==> src/rtl/bulls_cows_core_if.sv <==
// Bulls-and-cows core bus: push-button and switch word in,
// score / status out. The core connects through the slave modport.
interface bulls_cows_core_if #(
    parameter int DIGITS    = 4,
    parameter int DIGIT_W   = 4,
    parameter int MAX_TRIES = 15
);
    localparam int CNT_W = $clog2(DIGITS + 1);
    localparam int TRY_W = $clog2(MAX_TRIES + 1);

    logic                        confirma;
    logic [DIGITS*DIGIT_W-1:0]   sw;
    logic [CNT_W-1:0]            bulls;
    logic [CNT_W-1:0]            cows;
    logic [TRY_W-1:0]            tries;
    logic [2:0]                  state;
    logic                        result_valid;
    logic                        dup_err;
    logic                        win;
    logic                        lose;

    modport master (
        output confirma, sw,
        input  bulls, cows, tries, state, result_valid, dup_err, win, lose
    );

    modport slave (
        input  confirma, sw,
        output bulls, cows, tries, state, result_valid, dup_err, win, lose
    );
endinterface

==> src/rtl/bulls_cows_core.sv <==
// Bulls-and-cows game core: a secret is set from the switches, then the
// player submits guesses until all digits match (WIN) or tries run out (LOSE).
// Optional push-button debounce filter enabled by macro BULLS_COWS_DEBOUNCE_EN.
module bulls_cows_core #(
    parameter int DIGITS          = 4,
    parameter int DIGIT_W         = 4,
    parameter int MAX_TRIES       = 15,
    parameter int DEBOUNCE_CYCLES = 100000
) (
    input  logic              clock,
    input  logic              reset,
    bulls_cows_core_if.slave  bus
);
    localparam int CNT_W = $clog2(DIGITS + 1);
    localparam int TRY_W = $clog2(MAX_TRIES + 1);
    localparam int W     = DIGITS * DIGIT_W;

    typedef enum logic [2:0] {
        SET_SECRET = 3'd0,
        GUESS      = 3'd1,
        EVAL       = 3'd2,
        WIN        = 3'd3,
        LOSE       = 3'd4
    } state_t;

    if (DIGITS < 2 || DIGITS > 8 || MAX_TRIES < 1 || MAX_TRIES > 255 ||
        DEBOUNCE_CYCLES < 1) begin : g_bad_params
        $error("bulls_cows_core: parameter out of range");
    end

    state_t              state_q;
    logic [W-1:0]        secret_q;
    logic [W-1:0]        guess_q;
    logic [CNT_W-1:0]    bulls_q;
    logic [CNT_W-1:0]    cows_q;
    logic [TRY_W-1:0]    tries_q;
    logic                result_valid_q;
    logic                dup_err_q;
    logic                win_q;
    logic                lose_q;

    logic [1:0]          sync_q;
    logic [1:0]          warm_q;
    logic                armed_q;
    logic                level;
    logic                level_q;
    logic                cp;

    // Two-flop synchroniser plus edge-detector history. The edge detector is
    // only armed once a genuine low level has been seen after reset, so a
    // button held through reset release cannot fire.
    always_ff @(posedge clock or negedge reset) begin
        if (!reset) begin
            sync_q  <= '0;
            warm_q  <= '0;
            armed_q <= 1'b0;
            level_q <= 1'b0;
        end else begin
            sync_q  <= {sync_q[0], bus.confirma};
            warm_q  <= {warm_q[0], 1'b1};
            armed_q <= armed_q | (warm_q[1] & ~sync_q[1] & ~level);
            level_q <= level;
        end
    end

`ifdef BULLS_COWS_DEBOUNCE_EN
    localparam int DB_W = $clog2(DEBOUNCE_CYCLES + 1);
    logic [DB_W-1:0] db_cnt_q;
    logic            db_level_q;

    // Counter filter: the stable level follows the synchronised input only
    // after DEBOUNCE_CYCLES consecutive samples disagreeing with it.
    always_ff @(posedge clock or negedge reset) begin
        if (!reset) begin
            db_cnt_q   <= '0;
            db_level_q <= 1'b0;
        end else if (sync_q[1] == db_level_q) begin
            db_cnt_q <= '0;
        end else if (db_cnt_q == DB_W'(DEBOUNCE_CYCLES - 1)) begin
            db_cnt_q   <= '0;
            db_level_q <= sync_q[1];
        end else begin
            db_cnt_q <= db_cnt_q + 1'b1;
        end
    end

    assign level = db_level_q;
`else
    assign level = sync_q[1];
`endif

    assign cp = armed_q & level & ~level_q;

    function automatic logic has_dup(input logic [W-1:0] word);
        logic dup;
        dup = 1'b0;
        for (int unsigned i = 0; i < DIGITS; i++)
            for (int unsigned j = i + 1; j < DIGITS; j++)
                if (word[i*DIGIT_W +: DIGIT_W] == word[j*DIGIT_W +: DIGIT_W])
                    dup = 1'b1;
        return dup;
    endfunction

    logic              sw_dup;
    logic [CNT_W-1:0]  bulls_n;
    logic [CNT_W-1:0]  cows_n;
    logic [TRY_W-1:0]  tries_n;

    // Score of the latched guess against the secret, and saturating try count.
    always_comb begin
        int unsigned b;
        int unsigned c;
        b = 0;
        c = 0;
        for (int unsigned i = 0; i < DIGITS; i++)
            for (int unsigned j = 0; j < DIGITS; j++)
                if (guess_q[i*DIGIT_W +: DIGIT_W] == secret_q[j*DIGIT_W +: DIGIT_W]) begin
                    if (i == j) b++;
                    else        c++;
                end
        bulls_n = CNT_W'(b);
        cows_n  = CNT_W'(c);
        tries_n = (tries_q == TRY_W'(MAX_TRIES)) ? tries_q : tries_q + 1'b1;
        sw_dup  = has_dup(bus.sw);
    end

    // Game FSM with registered outputs.
    always_ff @(posedge clock or negedge reset) begin
        if (!reset) begin
            state_q        <= SET_SECRET;
            secret_q       <= '0;
            guess_q        <= '0;
            bulls_q        <= '0;
            cows_q         <= '0;
            tries_q        <= '0;
            result_valid_q <= 1'b0;
            dup_err_q      <= 1'b0;
            win_q          <= 1'b0;
            lose_q         <= 1'b0;
        end else begin
            result_valid_q <= 1'b0;
            case (state_q)
                SET_SECRET: if (cp) begin
                    if (sw_dup) begin
                        dup_err_q <= 1'b1;
                    end else begin
                        secret_q  <= bus.sw;
                        dup_err_q <= 1'b0;
                        bulls_q   <= '0;
                        cows_q    <= '0;
                        tries_q   <= '0;
                        state_q   <= GUESS;
                    end
                end
                GUESS: if (cp) begin
                    if (sw_dup) begin
                        dup_err_q <= 1'b1;
                    end else begin
                        guess_q   <= bus.sw;
                        dup_err_q <= 1'b0;
                        state_q   <= EVAL;
                    end
                end
                EVAL: begin
                    bulls_q        <= bulls_n;
                    cows_q         <= cows_n;
                    tries_q        <= tries_n;
                    result_valid_q <= 1'b1;
                    if (bulls_n == CNT_W'(DIGITS)) begin
                        win_q   <= 1'b1;
                        state_q <= WIN;
                    end else if (tries_n == TRY_W'(MAX_TRIES)) begin
                        lose_q  <= 1'b1;
                        state_q <= LOSE;
                    end else begin
                        state_q <= GUESS;
                    end
                end
                WIN, LOSE: if (cp) begin
                    win_q   <= 1'b0;
                    lose_q  <= 1'b0;
                    tries_q <= '0;
                    state_q <= SET_SECRET;
                end
                default: state_q <= SET_SECRET;
            endcase
        end
    end

    assign bus.bulls        = bulls_q;
    assign bus.cows         = cows_q;
    assign bus.tries        = tries_q;
    assign bus.state        = state_q;
    assign bus.result_valid = result_valid_q;
    assign bus.dup_err      = dup_err_q;
    assign bus.win          = win_q;
    assign bus.lose         = lose_q;
endmodule

==> src/flat_wrapper.sv <==
// flat-port wrapper written by rule: the top's interface ports become plain ports
module bulls_cows_core_flat 
#(
    parameter int DIGITS          = 4,
    parameter int DIGIT_W         = 4,
    parameter int MAX_TRIES       = 15,
    parameter int DEBOUNCE_CYCLES = 100000
)
  (clock, reset, bus_confirma, bus_sw, bus_bulls, bus_cows, bus_tries, bus_state, bus_result_valid, bus_dup_err, bus_win, bus_lose);
  bulls_cows_core_if #(.DIGITS(DIGITS), .DIGIT_W(DIGIT_W), .MAX_TRIES(MAX_TRIES)) bus_i ();
  input  logic clock;
  input  logic reset;
  input wire logic [$bits(bus_i.confirma)-1:0] bus_confirma;
  input wire logic [$bits(bus_i.sw)-1:0] bus_sw;
  output wire logic [$bits(bus_i.bulls)-1:0] bus_bulls;
  output wire logic [$bits(bus_i.cows)-1:0] bus_cows;
  output wire logic [$bits(bus_i.tries)-1:0] bus_tries;
  output wire logic [$bits(bus_i.state)-1:0] bus_state;
  output wire logic [$bits(bus_i.result_valid)-1:0] bus_result_valid;
  output wire logic [$bits(bus_i.dup_err)-1:0] bus_dup_err;
  output wire logic [$bits(bus_i.win)-1:0] bus_win;
  output wire logic [$bits(bus_i.lose)-1:0] bus_lose;
  assign bus_i.confirma = bus_confirma;
  assign bus_i.sw = bus_sw;
  assign bus_bulls = bus_i.bulls;
  assign bus_cows = bus_i.cows;
  assign bus_tries = bus_i.tries;
  assign bus_state = bus_i.state;
  assign bus_result_valid = bus_i.result_valid;
  assign bus_dup_err = bus_i.dup_err;
  assign bus_win = bus_i.win;
  assign bus_lose = bus_i.lose;
  bulls_cows_core #(.DIGITS(DIGITS), .DIGIT_W(DIGIT_W), .MAX_TRIES(MAX_TRIES), .DEBOUNCE_CYCLES(DEBOUNCE_CYCLES)) u_core (.clock(clock), .reset(reset), .bus(bus_i));
endmodule
==> config.mk <==
export PLATFORM = sky130hd
export DESIGN_NAME = bulls_cows_core_flat
export DESIGN_NICKNAME = d
export VERILOG_FILES = /design/src/rtl/bulls_cows_core_if.sv /design/src/rtl/bulls_cows_core.sv /design/src/flat_wrapper.sv
export SDC_FILE = /design/constraint.sdc
export NUM_CORES = 1
export LEC_CHECK = 0
export BUFFER_PORTS_ARGS = -buffer_cell sky130_fd_sc_hd__clkbuf_2
export CORE_MARGIN = 4
export CORE_UTILIZATION = 45
export CTS_CLUSTER_DIAMETER = 50
export CTS_CLUSTER_SIZE = 25
export DETAILED_ROUTE_END_ITERATION = 6
export HOLD_SLACK_MARGIN = 0.03
export PLACE_DENSITY = 0.65
export SYNTH_ARGS = -nofsm -noshare
export SYNTH_HDL_FRONTEND = slang
export SYNTH_SLANG_ARGS = --single-unit
==> constraint.sdc <==
create_clock -name clock -period 7.18 [get_ports clock]
set_clock_uncertainty 0.15 [all_clocks]
set_input_delay 1.077 -clock clock [delete_from_list [all_inputs] [get_ports clock]]
set_output_delay 1.077 -clock clock [all_outputs]
set_load 0.05 [all_outputs]
# ---- Word-level counts from Yosys, hierarchy flattened
# Index checks and enable logic that the tools add are counted.
dict set report totals {
  regBits 55
  input_bits 19
  out_inout_bits 17
  wordCells 135
}
dict set report op_classes {
  add_sub_neg 15
  n_eq_ne 37
  muxes 47
  n_bitwise 8
  n_reduce_logical 14
}
# cell n
set op_table {}
lappend op_table {{4-bit equality test} 22}
lappend op_table {{3-bit 2-to-1 mux} 21}
lappend op_table {{3-bit by 1-bit adder with 3-bit output, second input constant} 10}
lappend op_table {{4-bit 2-to-1 mux} 4}
lappend op_table {{1-bit 2-to-1 mux} 14}
lappend op_table {{3-bit one-hot mux with 2 select lines} 2}
lappend op_table {{3-bit one-hot mux with 4 select lines} 1}
lappend op_table {{4-bit one-hot mux with 3 select lines} 1}
lappend op_table {{3-bit AND reduction} 4}
lappend op_table {{2-bit by 1-bit inequality test with 1-bit output, second input constant} 5}
lappend op_table {{4-bit equality test, second input constant} 2}
lappend op_table {{4-bit AND reduction} 2}
lappend op_table {{2-bit by 1-bit adder with 3-bit output, second input constant} 2}
lappend op_table {{3-bit by 2-bit equality test with 1-bit output, second input constant} 2}
lappend op_table {{3-bit equality test, second input constant} 2}
lappend op_table {{2-bit inequality test, second input constant} 3}
lappend op_table {{5-bit AND reduction} 1}
lappend op_table {{1-bit by 1-bit adder with 2-bit output, second input constant} 2}
lappend op_table {{4-bit by 1-bit adder with 4-bit output, second input constant} 1}
lappend op_table {{1-bit bitwise AND} 4}
lappend op_table {{2-bit 2-to-1 mux} 2}
lappend op_table {{1-bit one-hot mux with 2 select lines} 2}
lappend op_table {{2-bit nonzero test} 2}
lappend op_table {{2-bit OR reduction} 2}
lappend op_table {{6 further kinds} 8}

# ---- Longest topological paths before layout
# Gate-level depths: netlist of run 1.
dict set report logic_depth {
  ltp_word 25
  depth_mapped 34
}

# ---- Least setup slack after synthesis of run 1
# OpenSTA, ideal clock, no wires.
dict set report synth_path {
  path_kind {reg2reg}
  startpoint {reg u_core.secret_q[6]}
  endpoint {reg u_core.cows_q[2] (netlist: u_core.bus.cows[2])}
  setup_time_ns 0.076
  arrival_ns 6.766
  t_required_ns 6.954
  slack_ns 0.187
  stages_incl_launch_ff 34
  n_path_buf 2
  period_less_slack_ns 6.993
  path_cell_list {dfrtp_1 -> clkbuf_1 -> xnor2_1 -> and4_1 -> ha_1 -> buf_8 -> nor2b_1 -> o21ai_0 -> nand2_1 -> mux2_2 -> ha_1 -> xnor2_1 -> a22oi_1 -> xnor2_1 -> a21oi_1 -> ha_1 -> inv_1 -> xnor3_1 -> a311o_1 -> or3_1 -> ha_1 -> xor2_1 -> a211oi_1 -> ha_1 -> nand2_1 -> o31ai_1 -> ha_1 -> nand2_1 -> xnor2_1 -> xnor3_1 -> xnor2_1 -> a21boi_0 -> o31a_2 -> o21ai_1}
}
dict set report synth_via {
  elab_chain_len 25
}
# element line
set synth_rtl {}
lappend synth_rtl {{start, declared} bulls_cows_core.sv:32} ;# logic [W-1:0] secret_q;
lappend synth_rtl {{start signal, assigned} bulls_cows_core.sv:147} ;# secret_q <= bus.sw;
lappend synth_rtl {{4-bit equality test} bulls_cows_core.sv:117} ;# if (guess_q[i*DIGIT_W +: DIGIT_W] == secret_q[j*DIGIT_W +: DIGIT_W]) begin
lappend synth_rtl {{1-bit 2-to-1 mux} bulls_cows_core.sv:117}
lappend synth_rtl {{1-bit by 1-bit adder with 2-bit output} bulls_cows_core.sv:119} ;# else c++;
lappend synth_rtl {{2-bit 2-to-1 mux} bulls_cows_core.sv:117}
lappend synth_rtl {{2-bit by 1-bit adder with 3-bit output} bulls_cows_core.sv:119}
lappend synth_rtl {{3-bit 2-to-1 mux} bulls_cows_core.sv:117}
lappend synth_rtl {{3-bit by 1-bit adder with 3-bit output} bulls_cows_core.sv:119}
lappend synth_rtl {{3-bit 2-to-1 mux} bulls_cows_core.sv:117}
lappend synth_rtl {{[9 not listed]} -}
lappend synth_rtl {{3-bit 2-to-1 mux} bulls_cows_core.sv:117}
lappend synth_rtl {{3-bit by 1-bit adder with 3-bit output} bulls_cows_core.sv:119}
lappend synth_rtl {{3-bit 2-to-1 mux} bulls_cows_core.sv:117}
lappend synth_rtl {{3-bit by 1-bit adder with 3-bit output} bulls_cows_core.sv:119}
lappend synth_rtl {{3-bit 2-to-1 mux (*)} bulls_cows_core.sv:117}
lappend synth_rtl {{3-bit by 1-bit adder with 3-bit output} bulls_cows_core.sv:119}
lappend synth_rtl {{3-bit 2-to-1 mux (*)} bulls_cows_core.sv:117}
lappend synth_rtl {{3-bit one-hot mux with 2 select lines (*)} bulls_cows_core.sv:142} ;# case (state_q)
lappend synth_rtl {{end signal, assigned} bulls_cows_core.sv:166} ;# cows_q <= cows_n;
lappend synth_rtl {{end, declared} bulls_cows_core.sv:35} ;# logic [CNT_W-1:0] cows_q;
# Mark *: on every way between the ends. The rest lies on a longest branch, timed or not.
# A chain may end at the register's enable or synchronous reset.

# ---- Final worst setup path of run 1
dict set report layout_path {
  startpoint {reg u_core.guess_q[1]}
  endpoint {reg u_core.cows_q[2] (netlist: u_core.bus.cows[2])}
}
dict set report layout_via {
  elab_chain_len 25
}
# element line
set layout_rtl {}
lappend layout_rtl {{start, declared} bulls_cows_core.sv:33} ;# logic [W-1:0] guess_q;
lappend layout_rtl {{start signal, assigned} bulls_cows_core.sv:159} ;# guess_q <= bus.sw;
lappend layout_rtl {{4-bit equality test} bulls_cows_core.sv:117}
lappend layout_rtl {{1-bit 2-to-1 mux} bulls_cows_core.sv:117}
lappend layout_rtl {{1-bit by 1-bit adder with 2-bit output} bulls_cows_core.sv:119}
lappend layout_rtl {{2-bit 2-to-1 mux} bulls_cows_core.sv:117}
lappend layout_rtl {{2-bit by 1-bit adder with 3-bit output} bulls_cows_core.sv:119}
lappend layout_rtl {{3-bit 2-to-1 mux (*)} bulls_cows_core.sv:117}
lappend layout_rtl {{3-bit by 1-bit adder with 3-bit output} bulls_cows_core.sv:119}
lappend layout_rtl {{3-bit 2-to-1 mux (*)} bulls_cows_core.sv:117}
lappend layout_rtl {{[9 not listed]} -}
lappend layout_rtl {{3-bit 2-to-1 mux (*)} bulls_cows_core.sv:117}
lappend layout_rtl {{3-bit by 1-bit adder with 3-bit output} bulls_cows_core.sv:119}
lappend layout_rtl {{3-bit 2-to-1 mux (*)} bulls_cows_core.sv:117}
lappend layout_rtl {{3-bit by 1-bit adder with 3-bit output} bulls_cows_core.sv:119}
lappend layout_rtl {{3-bit 2-to-1 mux (*)} bulls_cows_core.sv:117}
lappend layout_rtl {{3-bit by 1-bit adder with 3-bit output} bulls_cows_core.sv:119}
lappend layout_rtl {{3-bit 2-to-1 mux (*)} bulls_cows_core.sv:117}
lappend layout_rtl {{3-bit one-hot mux with 2 select lines (*)} bulls_cows_core.sv:142}
# Marks and branches as above.

==> results of run 1 <==
-- area by class of cell --
cell class / count / area, um^2
Clock buffer: 5 / 68.8
Clock inverter: 3 / 27.5
Fill cell: 911 / 4670
Inverter: 18 / 67.6
Multi-Input combinational cell: 335 / 2970
Sequential cell: 55 / 1380
Tap cell: 133 / 166
Timing Repair Buffer: 62 / 378
-- worst max-delay path: cells and delay by family, from the launching register on --
family | cells | cell delay, ps
buf+inv | 3 | 230
fa+ha+maj | 6 | 1500
mux | 1 | 300
simple gates | 6 | 950
compound gates | 9 | 1520
flops | 1 | 480
xor+xnor | 8 | 1670
-- worst max-delay path by stage --
stage	startpoint	end	slack, ps	depth (start not counted)
6_report	u_core.guess_q[1]$_DFFE_PN0P_	u_core.bus.cows[2]$_DFFE_PN0P_	300	33
5_1_grt	u_core.guess_q[1]$_DFFE_PN0P_	u_core.bus.cows[2]$_DFFE_PN0P_	-80	33
4_1_cts	u_core.guess_q[2]$_DFFE_PN0P_	u_core.bus.cows[2]$_DFFE_PN0P_	10	29
3_5_place_dp	u_core.guess_q[3]$_DFFE_PN0P_	u_core.bus.cows[2]$_DFFE_PN0P_	-160	32
3_3_place_gp	u_core.guess_q[3]$_DFFE_PN0P_	u_core.bus.cows[2]$_DFFE_PN0P_	80	32
2_1_floorplan	u_core.secret_q[6]$_DFFE_PN0P_	u_core.bus.cows[2]$_DFFE_PN0P_	190	33
-- registers in the layout, summed over array words and instances (netlist names) --
signal,count
u_core.bus.bulls,3
u_core.bus.result_valid,1
u_core.armed_q,1
u_core.warm_q,2
u_core.sync_q,2
u_core.bus.tries,4
u_core.bus.win,1
u_core.bus.lose,1
u_core.bus.state,3
u_core.level_q,1
u_core.bus.dup_err,1
u_core.secret_q,16
u_core.guess_q,16
u_core.bus.cows,3
-- cell families after synthesis --
logic type / share of synthesized area, %
xor gates and xnor gates: 25.8
and+or+nand+nor: 12.5
AOI/OAI and AO/OA: 9.75
buffers and inverters: 6.45
DFF: 30.7
muxes: 10.2
adders and majority gates: 4.47
other: 0.0837
-- per-stage QoR --
stage | instances | setup TNS [ps] | hold WS (ps)
final | 611 | 0 | 212
after global routing | 611 | -76.7 | 220
after CTS | 608 | 0 | 216
after detailed placement | 595 | -158 | 190
after global placement | 595 | 0 | 188
after floorplan | 450 | 0 | 181
-- cells in the final DEF (no fill, tap or decap), drive strengths merged, types with 5 or more instances in the layout --
cell / count
nand2: 23
a21o: 5
xnor2: 60
inv: 18
o21ai: 16
xor2: 52
nand3: 12
mux2i: 5
ha: 16
dfrtp: 55
nor4: 11
a21oi: 9
nand4: 8
clkbuf: 40
buf: 27
a211oi: 5
xnor3: 5
nor2: 21
mux2: 36
-- layer usage --
layer	global-route usage, %	vias to the layer above	share of wire, %
met2	31.0	57	51
met5	0	-	0
li1	-	1583	-
met4	3.97	0	1.7
met1	23.4	1633	44
met3	2.46	13	2.9
-- timing repair --
action	in CTS	in global routing
setup buffers	5	3
cloned	0	0
gates resized for setup	9	27
setup endpoints to repair	1	1
hold buffers	0	0
pin swaps	3	9
==> metrics.yaml, run 1 <==
yosys_warnings: 0
ys_async_sr_fraction_pct: 100
io_pins: 36
post-synth-top-count-cell: "xnor2_1"
max-clock-path-buffers: 2
finish.utilization_pct: 52.0
syn_nets: 485
crit_arrival_ps: 6980
port_buffers: 35
min_from: "u_core.warm_q[0]$_DFF_PN0_"
drv_cap: 0
diodes: 0
setup_ws_ps: 302
htreeDepth: 2
synth_seq_cells: 55
initial_core_util_pct: 46.0
path_clk_slew_ps: 110
synth.largest_area_cell: "dfrtp_1"
grt_pass1_wl_um: 16500
worst_hold_path_type: "flip-flop to flip-flop"
area_growth_pct: 13.0
ys_top_cells_by_count: "xnor2_1 (57), dfrtp_1 (55), xor2_1 (50), mux2_2 (36), nand2_1 (23)"
whs_endpoint: "u_core.warm_q[1]$_DFF_PN0_"
rr_startpoint: "u_core.guess_q[1]$_DFFE_PN0P_"
cts_buffers: 5
ant_nets: 0
dp_hpwl_um: 7680
required_ps: 7280
critPathSlowestCell: "dfrtp_2"
drive_gt1_share_pct: 31.8
dieWidth_um: 108
clock_sinks: 55
cts_tree: "yes"
die_h_um: 108
synth-edff-count: 0
worst_r2r_endpoint: "u_core.bus.cows[2]$_DFFE_PN0P_"
drt_iter0_markers: 160
yosysSeqAreaShare_pct: 30.7
path_class: "flip-flop to flip-flop"
wl_per_cell_um: 16.7
cp-start-kind: "flip-flop"
firstDrtPassIters: 4
num_rows: 36
grt_pass1_vias: 3293
worstPathMaxFanout: 5
gp_congestion: 0.910
placed_cell_area_um2: 4750
drc_errors: 0
final_hold_viol_count: 0
clk_latency_ps: 310
fin_area_um2: 5060
routed_wl_um: 10200
final_nets: 512
vias_per_cell: 5.38
yosysUniqueCellTypes: 59
cts_root_buf: "clkbuf_8"
max_freq_ghz: 0.145
antenna_found_initial: 0
rrSetupSlack_ps: 300
dieArea_um2: 11600
crit_path_end_kind: "flip-flop"
worst_pin_slew_ps: 1040
relSlewSlack_pct: 30.6
synth_area_leaders: "dfrtp_1 (31%), xnor2_1 (11%), xor2_1 (9.8%), mux2_2 (9.1%), ha_1 (4.5%)"
status: "finished clean"
cpMostUsedCell: "ha_1"
slowest_delay_ps: 480
worst-r2r-cell-count: 33
whs_path_depth: 0
synth_area_um2: 4480
coreArea_um2: 9730
setup_viol_count_final: 0
finalMaxSlewViolations: 0
ys.flop_type: "dfrtp_1"
synth_top_area_share_pct: 30.7
grt_max_degree: 56
grtUsageTotal_pct: 17.8
period_minus_slack_ps: 6880
finalCritPeriodShare_pct: 95.8
vias: 3286
syn_area_per_cell_um2: 9.95
syn_inst: 450
overflow: 0
pre_cts_slack_ps: -158
Power of run 1 is left out: the tool's default activity adds up to more than one toggle a clock period on the data nets, which glitch-free logic cannot reach.
==> run 2, diff against run 1 <==
GPL_ROUTABILITY_DRIVEN = 0   (was unset)
clock period = 5.54 ns   (was 7.18 ns; I/O delays follow)
==> metrics.yaml, run 2 (same netlist as run 1, synthesis figures left out) <==
dieWidth_um: 108
cts_root_buf: "clkbuf_8"
wl_per_cell_um: 15.7
critPathSlowestCell: "dfrtp_1"
setup_tns_ps: -1060
crit_start: "u_core.guess_q[3]$_DFFE_PN0P_"
final_hold_viol_count: 0
initial_core_util_pct: 46.0
violations: "setup timing"
setup_viol_count_final: 2
finalMaxSlewViolations: 0
grt_pass1_wl_um: 17700
clk_latency_ps: 310
max-clock-path-buffers: 2
finish.utilization_pct: 57.5
dp_hpwl_um: 8160
rr_startpoint: "u_core.guess_q[3]$_DFFE_PN0P_"
min_from: "u_core.warm_q[0]$_DFF_PN0_"
vias_per_cell: 5.22
cts_buffers: 5
io_pins: 36
routed_wl_um: 10400
nFillCells: 878
dieArea_um2: 11600
period_minus_slack_ps: 6460
overflow: 0
status: "finished, violations left"
finalCritPeriodShare_pct: 117
worst_pin_slew_ps: 1030
ant_nets: 0
cts_hold_buf: 0
clock_sinks: 55
required_ps: 5640
slowest_delay_ps: 450
grt_max_degree: 56
cp-start-kind: "flip-flop"
max_freq_ghz: 0.155
antenna_found_initial: 0
setup_ws_ps: -922
path_class: "flip-flop to flip-flop"
vias: 3458
area_growth_pct: 24.8
pre_cts_slack_ps: -936
num_rows: 36
seq_area_um2: 1380
drv_cap: 0
final_cell_mix: "buf_4 (77), dfrtp_1 (55), xor2_1 (49), xnor2_1 (49)"
grtUsageTotal_pct: 19.2
layout_commonest_cell: "buf_4"
worstPathMaxFanout: 5
grt_pass1_vias: 3551
multiInputGateArea_um2: 3050
placed_cell_area_um2: 5260
critPathTopFamily: "XOR/XNOR gates"
die_h_um: 108
fin_area_um2: 5590
rrSetupSlack_ps: -920
drt_iter0_markers: 128
cts_tree: "yes"
htreeDepth: 2
crit_arrival_ps: 6560
relSlewSlack_pct: 31.2
coreArea_um2: 9730
drive_gt1_share_pct: 39.6
rsz0062_at_grt: "yes"
port_buffers: 35
firstDrtPassIters: 4
worst_hold_path_type: "flip-flop to flip-flop"
cp.buffers_inverters: 1
diodes: 0
path_clk_slew_ps: 100
drc_errors: 0
final_nets: 564
crit_path_end_kind: "flip-flop"
[run 2: timing repair]
item                       4_1_cts  5_1_grt
setup buffers                    5        4
gates resized for setup         14       12
pin swaps                       13       16
setup endpoints to repair        2        2
[run 2: layout make-up]
cell class              count  share of cell area, %
clock inverters             3                   1.28
flip-flops and latches     55                   24.6
inverters                  18                   1.21
clock buffers               5                   1.23
repair buffers            114                   14.2
well taps                 133                   2.98
multi-input cells         335                   54.5
[run 2: stage by stage]
stage | instances | hold WS, ps
global placement | 646 | 186
CTS | 659 | 213
floorplan | 450 | 181
detailed placement | 646 | 187
finish | 663 | 209
global route | 663 | 221
[run 2: per-layer routing]
layer / wire length [um] / up-vias / part of all wire (%) / global-route usage, %
met4: 117 / 0 / 1.1 / 4.42
met5: 0 / - / 0 / 0
li1: - / 1690 / - / -
met2: 5360 / 50 / 51 / 33.5
met3: 229 / 11 / 2.2 / 2.10
met1: 4730 / 1707 / 45 / 25.5
[run 2: path summary, 6_finish.rpt]
path / end / cells after the start
worst max-delay path: u_core.bus.cows[2]$_DFFE_PN0P_ / 31
worst min-delay path: u_core.warm_q[1]$_DFF_PN0_ / 0
worst max register to register: u_core.bus.cows[2]$_DFFE_PN0P_ / 31
worst min register to register: u_core.warm_q[1]$_DFF_PN0_ / 0
max in group asynchronous: u_core.secret_q[13]$_DFFE_PN0P_ / 2
min in group asynchronous: u_core.bus.tries[1]$_DFFE_PN0P_ / 2
[run 2: worst reg2reg max path: cells and delay by family (launching register included)]
family / cells / cell delay (ps)
mux: 1 / 280
compound gates: 9 / 1360
xor+xnor: 8 / 1550
buf+inv: 1 / 60
fa+ha+maj: 6 / 1540
flops: 1 / 450
simple gates: 6 / 980
Power of run 2 is left out for the same reason.
